$ cat config.mk
export PLATFORM = sky130hd
export DESIGN_NAME = c432_irq_dispatch
export DESIGN_NICKNAME = d
export VERILOG_FILES = /design/src/rtl/c432_irq_pkg.sv /design/src/rtl/c432_irq_filter.sv /design/src/rtl/c432_irq_dispatch.sv
export SDC_FILE = /design/constraint.sdc
export NUM_CORES = 1
export LEC_CHECK = 0
export ABC_AREA = 0
export CORE_UTILIZATION = 25
export DETAILED_ROUTE_END_ITERATION = 8
export GPL_ROUTABILITY_DRIVEN = 1
export PLACE_DENSITY_LB_ADDON = 0.2
export SLEW_MARGIN = 0
export SYNTH_ARGS = -nofsm -noshare
export SYNTH_HDL_FRONTEND = slang
export SYNTH_SLANG_ARGS = --single-unit
$ cat constraint.sdc
create_clock -name clk -period 2 [get_ports clk]
set_input_delay 0.3 -clock clk [delete_from_list [all_inputs] [get_ports clk]]
set_output_delay 0.3 -clock clk [all_outputs]
set_load 0.01 [all_outputs]
$ cat src/rtl/c432_irq_pkg.sv
// Shared types and constants for the c432 interrupt dispatch stage.
// Bus codes mirror the encoder's request flags in priority order A > B > C.
package c432_irq_pkg;

   localparam int unsigned VEC_W = 6;

   localparam logic [1:0] BUS_NONE = 2'b00;
   localparam logic [1:0] BUS_A    = 2'b01;
   localparam logic [1:0] BUS_B    = 2'b10;
   localparam logic [1:0] BUS_C    = 2'b11;

   typedef enum logic [1:0] {
      IDLE,
      REQ,
      ACK_LOW,
      HOLD
   } state_e;

   function automatic logic [1:0] bus_encode(input logic pa, input logic pb, input logic pc);
      if (pa) begin
         return BUS_A;
      end else if (pb) begin
         return BUS_B;
      end else if (pc) begin
         return BUS_C;
      end
      return BUS_NONE;
   endfunction

endpackage

$ cat src/rtl/c432_irq_filter.sv
// Input register, bus encoder and stability filter for the encoder outputs.
// stab_q counts how many consecutive cycles the registered candidate has held its value.
module c432_irq_filter
   import c432_irq_pkg::*;
#(
   parameter int unsigned STABLE_CYCLES = 2
) (
   input  logic             clk_i,
   input  logic             rst_ni,
   input  logic             hold_i,
   input  logic             pa_i,
   input  logic             pb_i,
   input  logic             pc_i,
   input  logic [3:0]       chan_i,
   output logic [VEC_W-1:0] cand_o,
   output logic             cand_valid_o
);

   localparam logic [3:0] STAB_MAX = 4'(STABLE_CYCLES);

   logic [6:0]       raw_d, raw_q;
   logic [3:0]       stab_d, stab_q;
   logic [VEC_W-1:0] cand_next, cand_cur;

   assign raw_d     = {pa_i, pb_i, pc_i, chan_i};
   assign cand_next = {bus_encode(raw_d[6], raw_d[5], raw_d[4]), raw_d[3:0]};
   assign cand_cur  = {bus_encode(raw_q[6], raw_q[5], raw_q[4]), raw_q[3:0]};

   always_comb begin
      stab_d = stab_q;
      if (hold_i) begin
         stab_d = 4'd0;
      end else if (cand_next != cand_cur) begin
         stab_d = 4'd1;
      end else if (stab_q < STAB_MAX) begin
         stab_d = stab_q + 4'd1;
      end
   end

   always_ff @(posedge clk_i or negedge rst_ni) begin
      if (!rst_ni) begin
         raw_q  <= '0;
         stab_q <= '0;
      end else begin
         raw_q  <= raw_d;
         stab_q <= stab_d;
      end
   end

   assign cand_o       = cand_cur;
   assign cand_valid_o = (cand_cur[5:4] != BUS_NONE) && (stab_q == STAB_MAX);

endmodule

$ cat src/rtl/c432_irq_dispatch.sv
// Dispatches deglitched gf_c432 encoder vectors to a CPU over a four-phase req/ack
// handshake, with ack timeout, post-service holdoff and a completed-service counter.
module c432_irq_dispatch
   import c432_irq_pkg::*;
#(
   parameter int unsigned STABLE_CYCLES = 2,
   parameter int unsigned TIMEOUT       = 255,
   parameter int unsigned HOLDOFF       = 4,
   parameter int unsigned CNT_W         = 16
) (
   input  logic             clk,
   input  logic             rst_n,
   input  logic             en,
   input  logic             G223gat,
   input  logic             G329gat,
   input  logic             G370gat,
   input  logic             G421gat,
   input  logic             G430gat,
   input  logic             G431gat,
   input  logic             G432gat,
   input  logic             irq_ack,
   output logic             irq_req,
   output logic [VEC_W-1:0] irq_vec,
   output logic             irq_timeout,
   output logic             busy,
   output logic [CNT_W-1:0] svc_count
);

   localparam logic [15:0] TMO_LAST  = 16'(TIMEOUT - 1);
   // HOLDOFF of 0 still spends one cycle in HOLD before returning to IDLE.
   localparam logic [7:0]  HOLD_LAST = 8'((HOLDOFF == 0) ? 0 : HOLDOFF - 1);

   state_e           state_d, state_q;
   logic [15:0]      tmo_d, tmo_q;
   logic [7:0]       hold_d, hold_q;
   logic             req_d, req_q;
   logic [VEC_W-1:0] vec_d, vec_q;
   logic             pulse_d, pulse_q;
   logic [CNT_W-1:0] svc_d, svc_q;

   logic [VEC_W-1:0] cand;
   logic             cand_valid;

   c432_irq_filter #(
      .STABLE_CYCLES (STABLE_CYCLES)
   ) u_filter (
      .clk_i        (clk),
      .rst_ni       (rst_n),
      .hold_i       (state_q == HOLD),
      .pa_i         (G223gat),
      .pb_i         (G329gat),
      .pc_i         (G370gat),
      .chan_i       ({G421gat, G430gat, G431gat, G432gat}),
      .cand_o       (cand),
      .cand_valid_o (cand_valid)
   );

   always_comb begin
      state_d = state_q;
      tmo_d   = tmo_q;
      hold_d  = hold_q;
      req_d   = req_q;
      vec_d   = vec_q;
      pulse_d = 1'b0;
      svc_d   = svc_q;
      unique case (state_q)
         IDLE: begin
            if (en && cand_valid && !irq_ack) begin
               vec_d   = cand;
               req_d   = 1'b1;
               tmo_d   = '0;
               state_d = REQ;
            end
         end
         REQ: begin
            // Ack takes priority over a timeout expiring in the same cycle.
            if (irq_ack) begin
               req_d   = 1'b0;
               svc_d   = svc_q + CNT_W'(1);
               state_d = ACK_LOW;
            end else if (tmo_q == TMO_LAST) begin
               req_d   = 1'b0;
               pulse_d = 1'b1;
               hold_d  = '0;
               state_d = HOLD;
            end else begin
               tmo_d = tmo_q + 16'd1;
            end
         end
         ACK_LOW: begin
            if (!irq_ack) begin
               hold_d  = '0;
               state_d = HOLD;
            end
         end
         HOLD: begin
            if (hold_q == HOLD_LAST) begin
               state_d = IDLE;
            end else begin
               hold_d = hold_q + 8'd1;
            end
         end
         default: state_d = IDLE;
      endcase
   end

   always_ff @(posedge clk or negedge rst_n) begin
      if (!rst_n) begin
         state_q <= IDLE;
         tmo_q   <= '0;
         hold_q  <= '0;
         req_q   <= 1'b0;
         vec_q   <= '0;
         pulse_q <= 1'b0;
         svc_q   <= '0;
      end else begin
         state_q <= state_d;
         tmo_q   <= tmo_d;
         hold_q  <= hold_d;
         req_q   <= req_d;
         vec_q   <= vec_d;
         pulse_q <= pulse_d;
         svc_q   <= svc_d;
      end
   end

   assign irq_req     = req_q;
   assign irq_vec     = vec_q;
   assign irq_timeout = pulse_q;
   assign busy        = (state_q != IDLE);
   assign svc_count   = svc_q;

endmodule

==> flow_results.org <==
** Timing
- The max-slew violation count came to 0.
- Worst Max-Slew Pin Slew :: about 0.47 ns
- Unrepaired setup endpoints after global routing :: true
- Worst-case headroom to the max-slew limit :: between 60% and 70%
- The routed design could run at a clock period as short as 2.14 ns.
- Post-route clock period utilization :: 107%
- Final-report setup violation count :: 19
- The clock arrives with ~0.0071 ns of skew.
- Setup WS post-layout :: -0.141 ns
- Final-report hold violation count :: 0
- Setup TNS :: -1.36 ns
- Derived from the worst setup path, the maximum achievable clock frequency is about 470 MHz.

** Yosys
- Post-synth EDFFs :: 0
- Counting every net in the synthesized netlist gives between 300 and 400.
- The mapped netlist covers ~3200 µm².
- Seq/Total Area, Yosys :: about 48%
- For this run, the number of Yosys warnings is 0.
- Cell type with the highest aggregate area in the netlist :: sky130_fd_sc_hd__dfrtp_1
- Per-instance average area after synthesis :: 10.6 µm²
- The netlist uses 57 different library cells.
- Ranked by instance count, the synthesized netlist is headed by sky130_fd_sc_hd__dfrtp_1, sky130_fd_sc_hd__nor2_1, sky130_fd_sc_hd__nand2_1.
- Synthesis inferred slightly above 60 register bits.
- sky130_fd_sc_hd__dfrtp_1 is the most common cell in the netlist.
- For this run, asynchronously set or reset flops after synthesis account for 100%.
- Most frequently used flop master after synthesis :: sky130_fd_sc_hd__dfrtp_1
- Area share of the largest cell type after synthesis :: 48.4%
- Biggest area contributors in the synthesized netlist :: sky130_fd_sc_hd__dfrtp_1, sky130_fd_sc_hd__xnor2_1, sky130_fd_sc_hd__ha_1
- Number of instances in the synthesized netlist :: 296

** Global route
- Across every metal layer, demand over resource in global routing totals 12.5%.
- Maximum number of pins on one net before global-route repair :: 28
- Vias in the first global route :: ~2600
- Global routing finished with a remaining overflow of 0.
- The first global-routing pass estimated around 13 mm of wire.
- Antenna violations before repair :: 0

** Die
- Chip Width :: between 100 and 150 µm
- The floorplan step defined a die boundary enclosing 13100 µm².
- For this design the top-level I/O count stands at 36.
- Floorplan core area :: approximately 12000 µm²
- Row count :: 40
- For this configuration, the core starts out at a cell density of roughly 26%.
- From bottom edge to top edge, the die measures 114 µm.

** Worst setup path
- Arrival time reported for the critical path endpoint :: roughly 2.3 ns
- Largest fanout on the critical path :: 8
- Critical path start-end classification :: reg -> reg
- The worst setup path is launched from a flip-flop.
- Data required time of the critical path :: between 2 and 2.5 ns
- STA classifies the critical path endpoint as a flip-flop.

** Cells and area
- Area of all placed cells without fillers :: about 4600 µm²
- Share of layout cells above drive strength 1 :: between 20% and 30%
- Final cell count without fillers :: 570
- Compared with the post-synthesis result, the final layout area differs by 46.2%.
- Number of inserted diodes :: 0
- For this run, the post-layout net count is 419.

** Job
- Across the run, the number of max-cap violations was 0.

** Clock tree
- Clk sink count :: between 60 and 70
- In this run the number of H-tree levels came out at 3.
- Cell at the root of the clock tree :: sky130_fd_sc_hd__clkbuf_16
- After clock tree synthesis, the clock-pin slew on the worst setup and hold paths is 0.06 ns.
- CTS tree :: yes
- The clock passes through at most 2 buffers.
- Clk Latency, worst-skew pair :: 0.32 ns
- CTS buffer count :: 9

** Power and ir drop
- Static Leakage :: 2.10 nW
- Dividing total power by cell area gives a power density of approximately 1100 nW/µm².
- The worst-case IR drop observed on VDD is between 500 and 600 µV.

** Place
- Placer's final routability congestion estimate :: roughly 0.75
- The wire-length estimate of the detail-placed layout is 5.25 mm.
- Placed insts :: roughly 550
- Port bufs :: 35
- Instance area at placement :: just over 4000 µm²

** Route
- Drc violations :: 0
- Router iterations before antenna repair :: 4
- The routed layout has 2595 vias.
- For this block, the routed nets add up to around 7.6 mm of wire.
- After detailed routing, the number of vias per cell comes to 4.55.
- After the first detailed-routing iteration, the DRC count stood at 95.
- Average wire per cell in the routed design :: about 13 µm
- Once detail routing completed, the nets flagged for antenna violations numbered 0.

** Run status
- Status :: complete, but fails checks
- Violated checks :: negative setup slack

** Min path
- In this run the worst hold path is classified as in -> async.
-- cell usage in the layout (no fill, tap or decap), drive strengths merged, types with 5 or more instances in the layout --
master / count
a211o: 9
a21oi: 10
and3: 11
buf: 61
clkbuf: 12
clkdlybuf4s50: 33
dfrtp: 61
ha: 10
inv: 14
mux2: 7
nand2: 19
nand3: 15
nand4: 10
nor2: 19
nor3: 16
nor4: 5
o21ai: 9
o31ai: 7
xnor2: 17
xor2: 5
-- power breakdown --
part,switching [W],internal [W]
Clock,0.000540,0.00106
Combinational,0.000932,0.000851
Sequential,0.000130,0.00138
-- cell type report --
cell class | instances | area (µm²)
clock buffer | 12 | 267
clock inverter | 3 | 43.8
fill | 1235 | 7550
inverter | 14 | 52.6
multi-input combinational | 216 | 1670
sequential | 61 | 1530
tap | 168 | 210
timing repair buffer | 96 | 840
-- cell families (layout without fill, tap and decap cells) --
logic type                 Yosys count  after routing  synth area share, %
adders and majority gates           10             10                 3.97
xor gates and xnor gates            22             22                 6.11
AOI/OAI and AO/OA                   55             57                 13.4
DFF                                 61             61                 48.4
muxes                                9              9                 3.14
and+or+nand+nor                    118            118                 21.9
buffers and inverters               21            125                 3.06
-- sequential cells by signal, indices dropped and copies added, names as in the netlist --
signal and flops:
u_filter.raw_q 7, irq_req 1, irq_timeout 1, hold_q 8
state_q 2, irq_vec 6, tmo_q 16, u_filter.stab_q 4
svc_count 16
-- per-layer routing --
| layer | part of all wire (%) | vias to the layer above | GRT usage [%] |
|---|---|---|---|
| li1 | - | 1291 | - |
| met1 | 48 | 1262 | 16.3 |
| met2 | 47 | 40 | 20.0 |
| met3 | 3.8 | 2 | 3.44 |
| met4 | 0.50 | 0 | 3.90 |
| met5 | 0 | - | 0 |
-- stage by stage --
step	power, W	utilization [%]	hold slack (ns)	setup slack (ns)
after floorplan	0.00235	-	0.00441	-0.0220
after global placement	0.00301	33.6	0.230	-0.301
after detailed placement	0.00301	33.6	0.235	-0.351
after CTS	0.00480	36.9	0.425	-0.104
after global routing	0.00517	37.9	0.457	-0.206
final	0.00489	37.9	0.424	-0.141
-- worst paths after layout --
kind / startpoint / endpoint / slack (ns) / cells after the start
max in group asynchronous: rst_n / tmo_q[9] / 0.94 / 3
max reg2reg: u_filter.stab_q[0] / tmo_q[4] / -0.14 / 7
min in group clk: G431gat / u_filter.raw_q[1] / 0.47 / 1
min reg2reg: svc_count[15] / svc_count[15] / 0.48 / 1
min: rst_n / svc_count[14] / 0.42 / 2
max: u_filter.stab_q[0] / tmo_q[4] / -0.14 / 7
-- repair_timing --
| action | CTS | global route |
|---|---|---|
| endpoints found under the hold margin | 12 | 0 |
| gates resized for setup | 8 | 23 |
| hold buffers | 1 | 0 |
| gates cloned | 1 | 1 |
| setup endpoints to repair | 22 | 35 |
| setup buffers | 5 | 2 |
| pin swaps | 5 | 22 |
-- critical path: stages (launching register included) --
cell                      delay (ns)
sky130_fd_sc_hd__dfrtp_1        0.38
sky130_fd_sc_hd__inv_2          0.07
sky130_fd_sc_hd__ha_4           0.11
sky130_fd_sc_hd__or4b_4         0.48
sky130_fd_sc_hd__o31ai_4        0.32
sky130_fd_sc_hd__buf_6          0.17
sky130_fd_sc_hd__o21ai_4        0.10
sky130_fd_sc_hd__a221o_1        0.38
(Power assumes the default switching activity.)
